===== config.mk =====
export PLATFORM = sky130hd
export DESIGN_NAME = game_score_ctrl
export DESIGN_NICKNAME = d
export VERILOG_FILES = /design/src/rtl/score_pkg.sv /design/src/rtl/game_score_rise_detect.sv /design/src/rtl/game_score_ctrl.sv
export SDC_FILE = /design/constraint.sdc
export NUM_CORES = 1
export LEC_CHECK = 0
export CAP_MARGIN = 0
export CORE_ASPECT_RATIO = 0.75
export CORE_MARGIN = 3
export CORE_UTILIZATION = 56
export DETAILED_ROUTE_END_ITERATION = 7
export PLACE_DENSITY = 0.78
export SETUP_SLACK_MARGIN = 0.15
export SLEW_MARGIN = 20
export SYNTH_ARGS = -nofsm -noshare
export SYNTH_HDL_FRONTEND = slang
export SYNTH_SLANG_ARGS = --single-unit

===== constraint.sdc =====
create_clock -name clk -period 12.1 [get_ports clk]
set_input_delay 1.815 -clock clk [delete_from_list [all_inputs] [get_ports clk]]
set_output_delay 1.815 -clock clk [all_outputs]
set_load 0.02 [all_outputs]

===== src/rtl/score_pkg.sv =====
// Shared encodings for the game-flow controller: FSM state codes and the
// saturation value of the 6-digit BCD score.
package score_pkg;

   typedef enum logic [1:0] {
      ST_IDLE  = 2'b00,
      ST_RUN   = 2'b01,
      ST_PAUSE = 2'b10,
      ST_OVER  = 2'b11
   } state_t;

   localparam logic [23:0] BCD_MAX = 24'h999999;

endpackage


===== src/rtl/game_score_rise_detect.sv =====
// Single-register rising-edge detector for a level input already synchronous to clk.
// The first pulse appears in the same cycle the input goes high.
module rise_detect (
   input  logic clk,
   input  logic reset,
   input  logic i_sig,
   output logic o_rise
);

   logic r_sig_q;

   always_ff @(posedge clk or negedge reset) begin
      if (!reset) r_sig_q <= 1'b0;
      else        r_sig_q <= i_sig;
   end

   assign o_rise = i_sig & ~r_sig_q;

endmodule


===== src/rtl/game_score_ctrl.sv =====
// Game-flow controller: IDLE/RUN/PAUSE/OVER sequencing, score tick generation
// with progressive speed-up, and the session high-score register.
module game_score_ctrl
   import score_pkg::*;
#(
   parameter int CNT_W       = 26,
   parameter int TICK_DIV    = 50_000_000,
   parameter int MIN_DIV     = 12_500_000,
   parameter int DIV_STEP    = 2_500_000,
   parameter int SPEEDUP_PTS = 10
) (
   input  logic        clk,
   input  logic        reset,
   input  logic        start,
   input  logic        pause,
   input  logic        collision,
   input  logic [23:0] score_bcd,
   output logic        score_inc,
   output logic        score_clr,
   output logic [1:0]  state,
   output logic        running,
   output logic [23:0] hiscore_bcd,
   output logic        new_hiscore
);

   localparam int PTS_W = $clog2(SPEEDUP_PTS + 1);

   state_t             r_state;
   state_t             w_state_nxt;
   logic [CNT_W-1:0]   r_tick_cnt;
   logic [CNT_W-1:0]   r_period;
   logic [PTS_W-1:0]   r_pts_cnt;
   logic               r_over_c0;
   logic [23:0]        r_hiscore;
   logic               r_new_hi;

   logic               w_start_rise;
   logic               w_pause_rise;
   logic               w_tick_due;
   logic               w_tick_run;
   logic               w_launch;
   logic               w_inc;
   logic               w_clr;

   // Period shrinks by DIV_STEP but never below MIN_DIV; compared before subtracting so it cannot wrap.
   function automatic logic [CNT_W-1:0] f_next_period(input logic [CNT_W-1:0] p);
      if (p > CNT_W'(MIN_DIV + DIV_STEP)) return p - CNT_W'(DIV_STEP);
      else                                return CNT_W'(MIN_DIV);
   endfunction

   rise_detect u_start_rise (
      .clk   (clk),
      .reset (reset),
      .i_sig (start),
      .o_rise(w_start_rise)
   );

   rise_detect u_pause_rise (
      .clk   (clk),
      .reset (reset),
      .i_sig (pause),
      .o_rise(w_pause_rise)
   );

   assign w_tick_due = (r_tick_cnt == (r_period - CNT_W'(1)));

   always_comb begin
      w_state_nxt = r_state;
      w_tick_run  = 1'b0;
      w_launch    = 1'b0;
      w_inc       = 1'b0;
      w_clr       = 1'b0;
      case (r_state)
         ST_IDLE: begin
            if (w_start_rise) begin
               w_state_nxt = ST_RUN;
               w_launch    = 1'b1;
               w_clr       = 1'b1;
            end
         end
         ST_RUN: begin
            if (collision) begin
               w_state_nxt = ST_OVER;
            end else if (w_pause_rise) begin
               w_state_nxt = ST_PAUSE;
            end else begin
               w_tick_run = 1'b1;
               w_inc      = w_tick_due && (score_bcd != BCD_MAX);
            end
         end
         ST_PAUSE: begin
            if (w_pause_rise) w_state_nxt = ST_RUN;
         end
         ST_OVER: begin
            // The entry cycle is reserved for the high-score compare.
            if (!r_over_c0 && w_start_rise) begin
               w_state_nxt = ST_RUN;
               w_launch    = 1'b1;
               w_clr       = 1'b1;
            end
         end
         default: w_state_nxt = ST_IDLE;
      endcase
   end

   always_ff @(posedge clk or negedge reset) begin
      if (!reset) begin
         r_state   <= ST_IDLE;
         r_over_c0 <= 1'b0;
      end else begin
         r_state   <= w_state_nxt;
         r_over_c0 <= (w_state_nxt == ST_OVER) && (r_state != ST_OVER);
      end
   end

   always_ff @(posedge clk or negedge reset) begin
      if (!reset) begin
         r_tick_cnt <= '0;
         r_period   <= CNT_W'(TICK_DIV);
         r_pts_cnt  <= '0;
      end else if (w_launch) begin
         r_tick_cnt <= '0;
         r_period   <= CNT_W'(TICK_DIV);
         r_pts_cnt  <= '0;
      end else if (w_tick_run) begin
         // Wrap continues even when saturated so the cadence is kept.
         r_tick_cnt <= w_tick_due ? '0 : r_tick_cnt + CNT_W'(1);
         if (w_inc) begin
            if (r_pts_cnt == PTS_W'(SPEEDUP_PTS - 1)) begin
               r_pts_cnt <= '0;
               r_period  <= f_next_period(r_period);
            end else begin
               r_pts_cnt <= r_pts_cnt + PTS_W'(1);
            end
         end
      end
   end

   always_ff @(posedge clk or negedge reset) begin
      if (!reset) begin
         r_hiscore <= '0;
         r_new_hi  <= 1'b0;
      end else if ((r_state == ST_OVER) && r_over_c0) begin
         if (score_bcd > r_hiscore) begin
            r_hiscore <= score_bcd;
            r_new_hi  <= 1'b1;
         end else begin
            r_new_hi  <= 1'b0;
         end
      end else if (w_launch) begin
         r_new_hi <= 1'b0;
      end
   end

   assign score_inc   = w_inc;
   assign score_clr   = w_clr;
   assign state       = r_state;
   assign running     = (r_state == ST_RUN);
   assign hiscore_bcd = r_hiscore;
   assign new_hiscore = r_new_hi;

endmodule


==> results by group <==
CTS
  – Clk_lat worst skew: 0.34 ns
  – Clock Path Buffers: 2
  – CTS root buffer: clkbuf_16
  – Clock-pin slew on the worst setup and hold paths: about 0.060 ns
  – Post-CTS setup buffer count: 0
  – Clk sink count: 81
  – TritonCTS clock tree: done
  – Cts hold-fix bufs: 0
  – Clock buffer count from CTS: 9
  – Htree depth: 3
  – CTS resizes: 0

Timing
  – Slew Limit Fails: 0
  – Unrepaired setup endpoints after global routing: false
  – Hold Slack: 0.501 ns
  – Total negative slack: 0 ns
  – Final setup fails: 0
  – Final worst clock skew: between 0.006 and 0.007 ns
  – Max-slew headroom: 0.488
  – Peak Freq: 0.159 GHz
  – Final Hold Fails: 0
  – Worst slew pin tran: 0.760 ns
  – Post-route minimum period: between 6 and 7 ns
  – Period utilisation layout: 0.521
  – Final WS setup: 5.79 ns

Synthesis
  – Syn_nets: 696
  – Yosys reg bits: 81
  – Most used DFF post-synth: dfrtp_1
  – Mean area per synthesized cell: 8.89 um^2
  – Synth top area share: 0.306
  – Cell area after synthesis: 0.00565 mm^2
  – Synth cell count leaders: 69 x dfrtp_1, 55 x nor2_1, 42 x inv_1, 41 x nand2_1, 33 x a21oi_1
  – Synth area leaders: dfrtp_1 31%, ha_1 7.1%, dfstp_2 5.6%
  – Register area share after synthesis: 0.362
  – Post-synth cell types: 66
  – EDFF count, synth: 0
  – Synth Warn #: 0
  – FFs w/ async S/R, synth: 1.00
  – Most common cell in the netlist: dfrtp_1
  – Area leader, netlist: dfrtp_1
  – Gate Count Post-Synth: 635

Routing
  – DRT antenna net count: 0
  – DRT Pass-1 Iters: 5
  – Avg WL per Cell: 18.5 um
  – Residual DRC: 0
  – Vias/cell: 6.26
  – 1st-iter DRT viols: 710
  – Vias: 5070
  – Post-Route WL: between 10 and 15 mm

Power
  – PD cells: 194 mW/mm^2
  – Internal: slightly below 0.8 mW
  – Switching portion of total power: 0.397
  – Psw: 0.507 mW
  – Sequential share of power: 0.349
  – Leak Pwr: between 2 and 3 nW
  – Worst VDD drop: 0.142 mV
  – Clock power share: 0.209
  – Comb power frac: 0.442
  – Design Power: 1.28 mW

Hold path
  – Worst Hold Path EP: r_period[25]
  – Worst Hold Path Cells: 2
  – HP Class: reg2reg
  – Hold Path Origin: r_period[25]

Global routing
  – First-pass GRT wire length: 25.2 mm
  – Vias in the first global route: 4938
  – Met1 GRT Util: 0.409
  – Overflow after GRT: 0
  – GR peak layer: met2
  – Initial antenna violation count: 0
  – Met2 Use GR: 0.428
  – GR Util met3: 0.0690
  – Largest net degree at the start of global routing: between 80 and 90
  – Total track usage: 0.279

Critical path
  – WP data arrival: around 4.5 ns
  – Worst R2R Path Depth: 10
  – Critical path fanouts, max: 16
  – CP Launch Type: flop
  – Worst setup EP type: output pin
  – WS Path Type: reg2out
  – Flop2flop setup slack: 7.26 ns
  – Reg2reg end: r_period[18]
  – RR Startpoint: r_period[5]
  – Data required time of the critical path: 10.28 ns

Floorplanning
  – Initial Utilization: 0.580
  – Core area: 0.00974 mm^2
  – Core Rows: 31
  – Die width: 122 um
  – Top Ports: 59
  – Die height: 93.0 um
  – Die area: 0.0113 mm^2

Cells and area
  – ANT cells: 0
  – Share of cells above drive strength 1: 0.0988
  – Final net count: 734
  – Area delta synth->final: 16.3%
  – Fillers: 762
  – Final Non-Filler Cells: 810

Outcome
  – Status: finished, final reports clean

Placed design
  – Buffers on Ports: 58
  – Post-Place Cells: between 700 and 800
  – Hpwl dp: 11.0 mm
  – Pre-CTS setup slack: slightly above 6 ns
  – Final Wtd Congestion: approximately 0.97

Flow run
  – Count of maximum capacitance violations: 0
sequential cells by signal (all words and copies together) (netlist names):
| signal | count |
|---|---|
| u_pause_rise.r_sig_q | 1 |
| r_tick_cnt | 26 |
| r_over_c0 | 1 |
| state | 2 |
| r_pts_cnt | 4 |
| u_start_rise.r_sig_q | 1 |
| hiscore_bcd | 24 |
| new_hiscore | 1 |
| r_period | 21 |
cells in the final DEF, fill, tap and decap left out, types with 7 or more instances in the layout:
master	n
o21ai_1	8
a31oi_1	11
nor3_1	18
clkdlybuf4s50_1	57
inv_1	42
dfstp_2	12
a21o_1	8
and3_1	10
ha_1	32
xor2_1	19
nor2_1	55
nand2_1	41
o21a_1	9
o21ai_0	20
nand4_1	21
xnor2_1	19
a21oi_1	33
or3_1	7
or4_1	9
dfrtp_1	69
nand3_1	26
clkbuf_16	9
mux2_2	25
nand2b_1	8
final cells by class:
type | count | area, um^2 | area share
clock buffers | 14 | 244 | 0.0371
clock inverters | 2 | 38.8 | 0.00590
flip-flops and latches | 81 | 2040 | 0.311
well taps | 132 | 165 | 0.0251
repair buffers | 61 | 612 | 0.0931
multi-input cells | 478 | 3310 | 0.504
inverters | 42 | 158 | 0.0240
power groups by stage:
stage                     clock network (mW)  registers (mW)  logic [mW]
after floorplan                            0           0.457       0.336
after global placement                     0           0.442       0.536
after detailed placement                   0           0.447       0.554
after CTS                              0.270           0.443       0.560
after global routing                   0.283           0.459       0.621
final                                  0.267           0.446       0.564
routing by layer:
layer  vias up  wire length [um]
met5         -                 0
li1       2374                 -
met2       189              6820
met4         0               148
met1      2489              6970
met3        18              1030
through the flow:
stage                     utilization  area [um^2]
final                           0.675         6570
after global routing            0.675         6570
after CTS                       0.674         6570
after detailed placement        0.645         6280
after global placement          0.644         6270
after floorplan                     -         5650
critical path, cell delays in order, from the launching register on:
cell and delay, ns:
dfrtp_1 0.52, inv_1 0.12, ha_1 0.33, or3b_1 0.49, or3_1 0.45, or4_1 0.54, xnor2_1 0.16, o311ai_2 0.42
nand4_4 0.31, nor2_1 0.18, clkdlybuf4s50_1 0.63
worst max-delay path by stage:
stage               depth (start not counted)   endpoint   startpoint  slack [ns]
detailed placement                          7  score_inc        pause        6.10
CTS                                        10  score_inc  r_period[5]        5.85
finish                                     10  score_inc  r_period[5]        5.79
floorplan                                  11  score_inc  r_period[5]        6.80
global placement                            7  score_inc        pause        6.13
global route                               10  score_inc  r_period[5]        5.65
cell families (layout without fill, tap and decap cells):
| group | count (synthesis) | count (layout) | synth area share |
|---|---|---|---|
| AO/OA/AOI/OAI | 136 | 136 | 0.162 |
| multiplexers | 27 | 27 | 0.0534 |
| flip-flops | 81 | 81 | 0.362 |
| XOR/XNOR | 38 | 38 | 0.0589 |
| AND/OR/NAND/NOR | 245 | 245 | 0.239 |
| buffers and inverters | 76 | 119 | 0.0547 |
| adder cells (fa/ha/maj) | 32 | 32 | 0.0709 |
Note: power is estimated with default switching activity, not from simulation.
